### src/rtl/uart_pkg.sv
// Shared UART receive constants: byte width and the receive handshake state encoding.
package uart_pkg;

  localparam int DATA_WIDTH = 8;

  typedef enum logic {
    RECV = 1'b0,
    ACK  = 1'b1
  } rx_state_t;

endpackage

### src/rtl/fifo_ram.sv
// Simple dual-port register array: synchronous write, synchronous read-before-write.
module fifo_ram #(
  parameter int DEPTH_LOG2 = 4,
  parameter int DATA_WIDTH = 8
) (
  input  logic                  clk,
  input  logic                  wr_en,
  input  logic [DEPTH_LOG2-1:0] wr_addr,
  input  logic [DATA_WIDTH-1:0] wr_data,
  input  logic                  rd_en,
  input  logic [DEPTH_LOG2-1:0] rd_addr,
  output logic [DATA_WIDTH-1:0] rd_data
);

  logic [DATA_WIDTH-1:0] mem [2**DEPTH_LOG2];

  // A read and write to the same address in one cycle returns the old word.
  always_ff @(posedge clk) begin
    if (wr_en) mem[wr_addr] <= wr_data;
    if (rd_en) rd_data <= mem[rd_addr];
  end

endmodule

### src/rtl/uartrx_fifo.sv
// UART receive buffer: runs the UartRx go/dr handshake and queues bytes in a circular
// FIFO that the CPU drains with a pop-on-read port of one-cycle latency.
module uartrx_fifo import uart_pkg::*; #(
  parameter int DEPTH_LOG2 = 4,
  parameter int DATA_WIDTH = uart_pkg::DATA_WIDTH
) (
  input  logic                  clk,
  input  logic                  rst,
  input  logic                  uartrx_dr,
  input  logic [DATA_WIDTH-1:0] uartrx_data,
  output logic                  uartrx_go,
  input  logic                  rd_en,
  output logic [DATA_WIDTH-1:0] dout,
  output logic [DEPTH_LOG2:0]   count,
  output logic                  empty,
  output logic                  full,
  output logic                  overflow,
  input  logic                  clr_overflow
);

  localparam logic [DEPTH_LOG2:0] FULL_CNT = {1'b1, {DEPTH_LOG2{1'b0}}};
  localparam logic [DEPTH_LOG2:0] ONE_CNT  = {{DEPTH_LOG2{1'b0}}, 1'b1};

  rx_state_t             state, state_next;
  logic [DEPTH_LOG2-1:0] wr_ptr, rd_ptr;
  logic                  push_req, push, pop;
  logic                  zero_p1;
  logic [DATA_WIDTH-1:0] ram_q_p1;

  // Handshake: go is high while receiving, low for the single acknowledge cycle.
  always_ff @(posedge clk) begin
    if (rst) state <= RECV;
    else     state <= state_next;
  end

  always_comb begin
    state_next = state;
    uartrx_go  = 1'b1;
    push_req   = 1'b0;
    case (state)
      RECV: begin
        push_req = uartrx_dr;
        if (uartrx_dr) state_next = ACK;
      end
      ACK: begin
        uartrx_go  = 1'b0;
        state_next = RECV;
      end
      default: state_next = RECV;
    endcase
  end

  // A pop frees a slot in the same cycle, so a full FIFO can still accept a push then.
  assign pop   = rd_en && (count != '0);
  assign push  = push_req && (!full || pop);
  assign empty = (count == '0);
  assign full  = (count == FULL_CNT);

  always_ff @(posedge clk) begin
    if (rst) begin
      wr_ptr   <= '0;
      rd_ptr   <= '0;
      count    <= '0;
      overflow <= 1'b0;
      zero_p1  <= 1'b1;
    end else begin
      if (push) wr_ptr <= wr_ptr + 1'b1;
      if (pop)  rd_ptr <= rd_ptr + 1'b1;
      case ({push, pop})
        2'b10:   count <= count + ONE_CNT;
        2'b01:   count <= count - ONE_CNT;
        default: count <= count;
      endcase
      if (push_req && !push) overflow <= 1'b1;
      else if (clr_overflow) overflow <= 1'b0;
      // Remember whether the last read hit an empty FIFO; that read returns zero.
      if (rd_en) zero_p1 <= !pop;
    end
  end

  fifo_ram #(
    .DEPTH_LOG2 (DEPTH_LOG2),
    .DATA_WIDTH (DATA_WIDTH)
  ) u_ram (
    .clk     (clk),
    .wr_en   (push),
    .wr_addr (wr_ptr),
    .wr_data (uartrx_data),
    .rd_en   (pop),
    .rd_addr (rd_ptr),
    .rd_data (ram_q_p1)
  );

  // ---- stage p1: read data out of the array ----
  assign dout = zero_p1 ? '0 : ram_q_p1;

endmodule

### config.mk
export PLATFORM = sky130hd
export DESIGN_NAME = uartrx_fifo
export DESIGN_NICKNAME = d
export VERILOG_FILES = /design/src/rtl/uart_pkg.sv /design/src/rtl/fifo_ram.sv /design/src/rtl/uartrx_fifo.sv
export SDC_FILE = /design/constraint.sdc
export NUM_CORES = 1
export LEC_CHECK = 0
export BUFFER_PORTS_ARGS = -buffer_cell sky130_fd_sc_hd__buf_2
export CAP_MARGIN = 20
export CORE_UTILIZATION = 45
export DETAILED_ROUTE_END_ITERATION = 6
export GPL_ROUTABILITY_DRIVEN = 0
export PLACE_DENSITY = 0.68
export REMOVE_ABC_BUFFERS = 1
export SYNTH_ARGS = -nofsm -noshare
export SYNTH_HDL_FRONTEND = slang
export SYNTH_SLANG_ARGS = --single-unit
### constraint.sdc
create_clock -name clk -period 3.55 [get_ports clk]
set_clock_uncertainty 0.1 [all_clocks]
set_input_delay 0.5325 -clock clk [delete_from_list [all_inputs] [get_ports clk]]
set_output_delay 0.5325 -clock clk [all_outputs]
set_load 0.02 [all_outputs]
==> results.json, run 1 <==
{
  "fin_crit_sh": 0.7451,
  "cap_viol_max_count": 0,
  "grt_pass1_vias": 3143,
  "ys.flop_type": "edfxtp_1",
  "synth_top_area_frac": 0.6740,
  "synth-async-reset-ratio": 0,
  "placed_cells": 543,
  "synth.top_cells.by_area": "edfxtp_1 67%, mux4_2 12%, dfxtp_1 5.3%",
  "wl_um": 11690,
  "powerDensity_nw_per_um2": 703.3,
  "crit_arrival_ns": 2.83,
  "cp_max_fo": 5,
  "yosysTopAreaCell": "edfxtp_1",
  "hp-class": "in -> reg",
  "hold_viol": 0,
  "fillCellCount": 1004,
  "grt-ovfl-total": 0,
  "cts_tree": "built",
  "n_antenna_cell": 0,
  "dr.first_iter.drc_count": 320,
  "netlist_area_um2": 6060,
  "routed_via_density": 5.483,
  "clockRootBuffer": "clkbuf_16",
  "area_growth_syn_to_layout_pct": 18.17,
  "ys_seq_area_frac": 0.7268,
  "drc": 0,
  "ir_drop_v": 0.0003636,
  "cts_buffers": 17,
  "slew_violations": 0,
  "grt_antenna_before_repair": 0,
  "grt_max_degree": 36,
  "cts.sinks": 152,
  "fmaxAchievable_mhz": 378.1,
  "power.total_mw": 5.036,
  "drt_pre_antenna_iters": 4,
  "fin_crit_ns": 2.645,
  "die-area_um2": 13930,
  "yosysWarnings": 0,
  "htreeDepth": 4,
  "dr_total_vias": 3147,
  "ant_nets": 0,
  "stdcell_count": 574,
  "grt_use_total": 0.1790,
  "ctsHoldBuffers": 0,
  "syn_inst": 333,
  "dpl.hpwl_um": 7290,
  "setup.worst_path.start_class": "register",
  "syn_area_per_cell_um2": 18.20,
  "cp.required_ns": 3.74,
  "grt_pass1_wl_um": 18140,
  "initial_utilization": 0.4594,
  "p_leak_nw": 2.435,
  "netlist-cell-type-count": 38,
  "slew_headroom": 0.4465,
  "fp.coreArea_um2": 13190,
  "status": "complete, no violations",
  "clkTransAtPathRegs_ns": 0.06,
  "fin_nets": 408,
  "clk_path_buf_depth": 2,
  "worst_pin_slew_ns": 0.8272,
  "rsz0062_at_grt": "no",
  "die_w_um": 118.0,
  "final.setup.tns_ns": 0,
  "worst-setup-path-type": "reg -> reg",
  "port_buffers": 29,
  "ys_seq_elements": 152,
  "synth-edff-count": 136,
  "clock_latency_ns": 0.41,
  "cts_resized": 0,
  "layout-drive-gt1-share": 0.2965,
  "r2r_slack_ns": 0.90,
  "wire_per_inst_um": 20.37,
  "post_cts_buffers": 0,
  "cp-end-kind": "register",
  "row_count": 42,
  "fp.dieH_um": 118.0,
  "io_pins": 30,
  "setup_violations": 0
}
## critical path, stage by stage, from the launching register on
cell       delay (ns)
dfxtp_1          0.34
or4_4            0.58
nor2_4           0.11
or3_4            0.14
inv_2            0.06
ha_1             0.32
nand2b_1         0.07
o2bb2ai_1        0.17
or3_1            0.35
a32oi_1          0.20
a21oi_1          0.08
## registers in the layout, summed over array words and instances (netlist names)
signal and cells:
u_ram.mem 128, u_ram.rd_data 8, count 5, rd_ptr 4, wr_ptr 4, overflow 1
state 1, zero_p1 1
## power breakdown
| part | total (mW) | leakage, nW | internal (mW) | switching [mW] |
|---|---|---|---|---|
| Combinational | 0.932 | 0.772 | 0.432 | 0.500 |
| Clock | 1.93 | 0.302 | 1.25 | 0.682 |
| Sequential | 2.18 | 1.36 | 2.07 | 0.102 |
| Total | 5.04 | 2.44 | 3.75 | 1.28 |
## path summary, 6_finish.rpt
check             end         start  depth (start not counted)
max          count[4]      count[0]                         10
min          overflow  clr_overflow                          3
max reg2reg  count[4]      count[0]                         10
min reg2reg  overflow      overflow                          2
## per-stage QoR
stage | hold WS [ns] | cell area (um2) | setup slack (ns) | utilization
floorplan | 0.4282 | 5998 | 0.7935 | -
global placement | 0.3586 | 6528 | 0.7898 | 0.4949
detailed placement | 0.3768 | 6528 | 0.7549 | 0.4949
CTS | 0.2813 | 7161 | 0.9037 | 0.5429
global route | 0.3025 | 7161 | 0.7993 | 0.5429
finish | 0.2939 | 7161 | 0.9050 | 0.5429
## cells in the final DEF, fill, tap and decap left out, types with 2 or more instances in the layout
| master | n |
|---|---|
| nand2_1 | 14 |
| nor3_1 | 4 |
| nand2b_1 | 5 |
| a22oi_1 | 16 |
| edfxtp_1 | 136 |
| mux2i_1 | 4 |
| a21oi_1 | 4 |
| nand3_1 | 2 |
| inv_1 | 6 |
| nand4_1 | 3 |
| mux4_2 | 32 |
| clkbuf_16 | 17 |
| dfxtp_1 | 15 |
| buf_2 | 29 |
| clkbuf_1 | 3 |
| ha_1 | 8 |
| nor2_1 | 29 |
| and2_1 | 2 |
| bufinv_16 | 5 |
| xnor2_1 | 5 |
| nor2b_1 | 11 |
| xor2_1 | 4 |
| buf_4 | 19 |
| clkinv_4 | 3 |
## cell type report
| type | count | area (um2) | share of cell area |
|---|---|---|---|
| multi-input cells | 159 | 1568 | 0.2189 |
| clock buffers | 20 | 436.7 | 0.06098 |
| repair buffers | 49 | 307.8 | 0.04298 |
| clock inverters | 11 | 196.4 | 0.02743 |
| flip-flops and latches | 152 | 4405 | 0.6152 |
| inverters | 7 | 26.28 | 0.003669 |
| well taps | 176 | 220.2 | 0.03075 |
## layer usage
layer  wire (um)  share of wire  global-route usage  vias to the layer above
li1            -              -                   -                     1414
met1        5367           0.46              0.2489                     1628
met2        5671           0.48              0.2735                       93
met3         520          0.044             0.05329                       12
met4         135          0.012             0.05288                        0
met5           0              0                   0                        -
## synth_stat cells (2+ instances only)
library cell,number
inv_1,6
a21oi_1,4
nor2b_1,11
and2_1,2
nor2_1,29
dfxtp_1,16
ha_1,8
xor2_1,4
mux4_2,32
buf_1,3
edfxtp_1,136
a22oi_1,16
buf_2,4
nand2_1,14
xnor2_1,5
nand4_1,3
clkbuf_1,8
nand2b_1,5
nand3_1,2
nor3_1,4
mux2i_1,4
## logic make-up (layout without fill, tap and decap cells)
family          count (synthesis)  count (layout)  synth area share
buf+inv                        22              87           0.01445
simple gates                   76              76           0.06339
flops                         152             152            0.7268
xor+xnor                        9               9           0.01301
compound gates                 29              29           0.03696
mux                            36              36            0.1255
fa+ha+maj                       9               9           0.01982
(Power assumes the default switching activity.)
==> run 2: changes to the inputs <==
--- a/config.mk
+++ b/config.mk
@@ -10,7 +10,7 @@
 export CORE_UTILIZATION = 45
 export DETAILED_ROUTE_END_ITERATION = 6
 export GPL_ROUTABILITY_DRIVEN = 0
-export PLACE_DENSITY = 0.68
+export PLACE_DENSITY = 0.7
 export REMOVE_ABC_BUFFERS = 1
 export SYNTH_ARGS = -nofsm -noshare
 export SYNTH_HDL_FRONTEND = slang
==> constraint.sdc (replaced) <==
create_clock -name clk -period 2.15 [get_ports clk]
set_clock_uncertainty 0.1 [all_clocks]
set_input_delay 0.3225 -clock clk [delete_from_list [all_inputs] [get_ports clk]]
set_output_delay 0.3225 -clock clk [all_outputs]
set_load 0.02 [all_outputs]
==> results.json, run 2 (synthesized netlist as in run 1, its figures left out) <==
{
  "row_count": 42,
  "regMostFlops": "u_ram.mem",
  "layout-drive-gt1-share": 0.3823,
  "wl_met3_um": 556,
  "grt_use_total": 0.1799,
  "dr_wl_met2_um": 6058,
  "p_leak_nw": 2.554,
  "clockRootBuffer": "clkbuf_16",
  "die_w_um": 118.0,
  "cts_tree": "built",
  "io_pins": 30,
  "regArea_um2": 4408,
  "setup.worst_path.start_class": "register",
  "critPathMostFrequentCell": "or3_4",
  "cap_viol_max_count": 0,
  "layout_common_cells": "136 x edfxtp_1, 47 x buf_4, 32 x mux4_2, 29 x nor2_1, 29 x buf_2",
  "cp-end-kind": "register",
  "cp.required_ns": 2.34,
  "grt_pass1_wl_um": 18460,
  "worst-setup-path-type": "reg -> reg",
  "grt_antenna_before_repair": 0,
  "dr.first_iter.drc_count": 297,
  "final_core_util": 0.5598,
  "violations": "DRC, setup timing",
  "reg_top3": "u_ram.mem x128, u_ram.rd_data x8, count x5",
  "hp-class": "in -> reg",
  "clkTransAtPathRegs_ns": 0.06,
  "grt-ovfl-total": 0,
  "drt_pre_antenna_iters": 6,
  "worst_pin_slew_ns": 0.6812,
  "ir_drop_v": 0.0005456,
  "clock_latency_ns": 0.41,
  "fin_crit_ns": 2.522,
  "slew_headroom": 0.5449,
  "fp.dieH_um": 118.0,
  "fp.coreArea_um2": 13190,
  "dr.max_layer_used": "met4",
  "cts.sinks": 152,
  "routed_via_density": 5.398,
  "cp_max_fo": 2,
  "rsz0062_at_grt": "yes",
  "grt_pass1_vias": 3419,
  "wire_per_inst_um": 19.24,
  "slowest_delay_ns": 0.41,
  "layout_setup_ws_ns": -0.3723,
  "dr_total_vias": 3266,
  "fillCellCount": 997,
  "cts_buffers": 17,
  "hold_viol": 0,
  "htreeDepth": 4,
  "crit_path_cell_trace": "and2b_2 > or3_4 > fa_1 > nand2b_1 > o2bb2ai_2 > or3_4 > a32oi_1 > a21oi_1",
  "drc": 1,
  "dpl.hpwl_um": 7747,
  "n_antenna_cell": 0,
  "crit_slowest_cell": "fa_1",
  "wl_met1_um": 4811,
  "multi_input_area_um2": 1647,
  "area_growth_syn_to_layout_pct": 21.85,
  "final_common_cell": "edfxtp_1",
  "port_buffers": 29,
  "powerDensity_nw_per_um2": 1094,
  "fin_crit_sh": 1.173,
  "status": "complete, but fails checks",
  "fmaxAchievable_mhz": 396.5,
  "largest_register_ffs": 128,
  "ctsHoldBuffers": 0,
  "power.total_mw": 8.080,
  "slew_violations": 0,
  "die-area_um2": 13930,
  "wl_um": 11640,
  "clk_path_buf_depth": 2,
  "grt_max_degree": 36,
  "crit_arrival_ns": 2.71,
  "initial_utilization": 0.4594,
  "fin_nets": 439,
  "setup_violations": 3,
  "ant_nets": 0
}
==> run 2: critical path: cells and delay by family (launching register included) <==
family,cells,cell delay (ns)
flops,1,0.32
simple gates,4,1.13
compound gates,3,0.43
fa+ha+maj,1,0.41
==> run 2: final timing paths <==
path | from | end | slack (ns) | cells after the start
max | state | count[4] | -0.37 | 8
min | clr_overflow | overflow | 0.08 | 3
max reg2reg | state | count[4] | -0.37 | 8
min reg2reg | overflow | overflow | 0.38 | 2
==> run 2: where the power goes <==
part | internal [mW] | switching (mW)
Sequential | 3.43 | 0.0855
Clock | 1.44 | 1.10
Combinational | 1.02 | 1.01
Total | 5.89 | 2.19
==> run 2: per-layer routing <==
| layer | vias up | track usage |
|---|---|---|
| met4 | 0 | 0.06811 |
| met1 | 1675 | 0.2260 |
| li1 | 1473 | - |
| met2 | 100 | 0.2993 |
| met5 | - | 0 |
| met3 | 18 | 0.04748 |
==> run 2: timing repair <==
| item | 4_1_cts | 5_1_grt |
|---|---|---|
| setup endpoints to repair | 2 | 38 |
| gates resized for setup | 6 | 12 |
| buffers inserted | 2 | 2 |
| gates cloned | 0 | 0 |
| pin swaps | 4 | 11 |
==> run 2: final cells by class <==
cell class | instances | share of cell area
inverter | 7 | 0.003898
tap | 176 | 0.02983
clock inverter | 14 | 0.01152
multi-input combinational | 159 | 0.2230
clock buffer | 17 | 0.05762
timing repair buffer | 80 | 0.07711
sequential | 152 | 0.5970
==> run 2: stage by stage <==
stage	setup WS, ns	instance area, um2	instances	setup TNS (ns)	hold WS [ns]
2_1_floorplan	-0.6065	5998	318	-12.99	0.2871
3_3_place_gp	-0.3094	6770	572	-0.5104	0.3566
3_5_place_dp	-0.3901	6770	572	-0.6363	0.3856
4_1_cts	-0.3526	7316	604	-0.7174	0.07988
5_1_grt	-0.4402	7383	605	-0.9078	0.1082
6_report	-0.3723	7383	605	-0.5861	0.08461
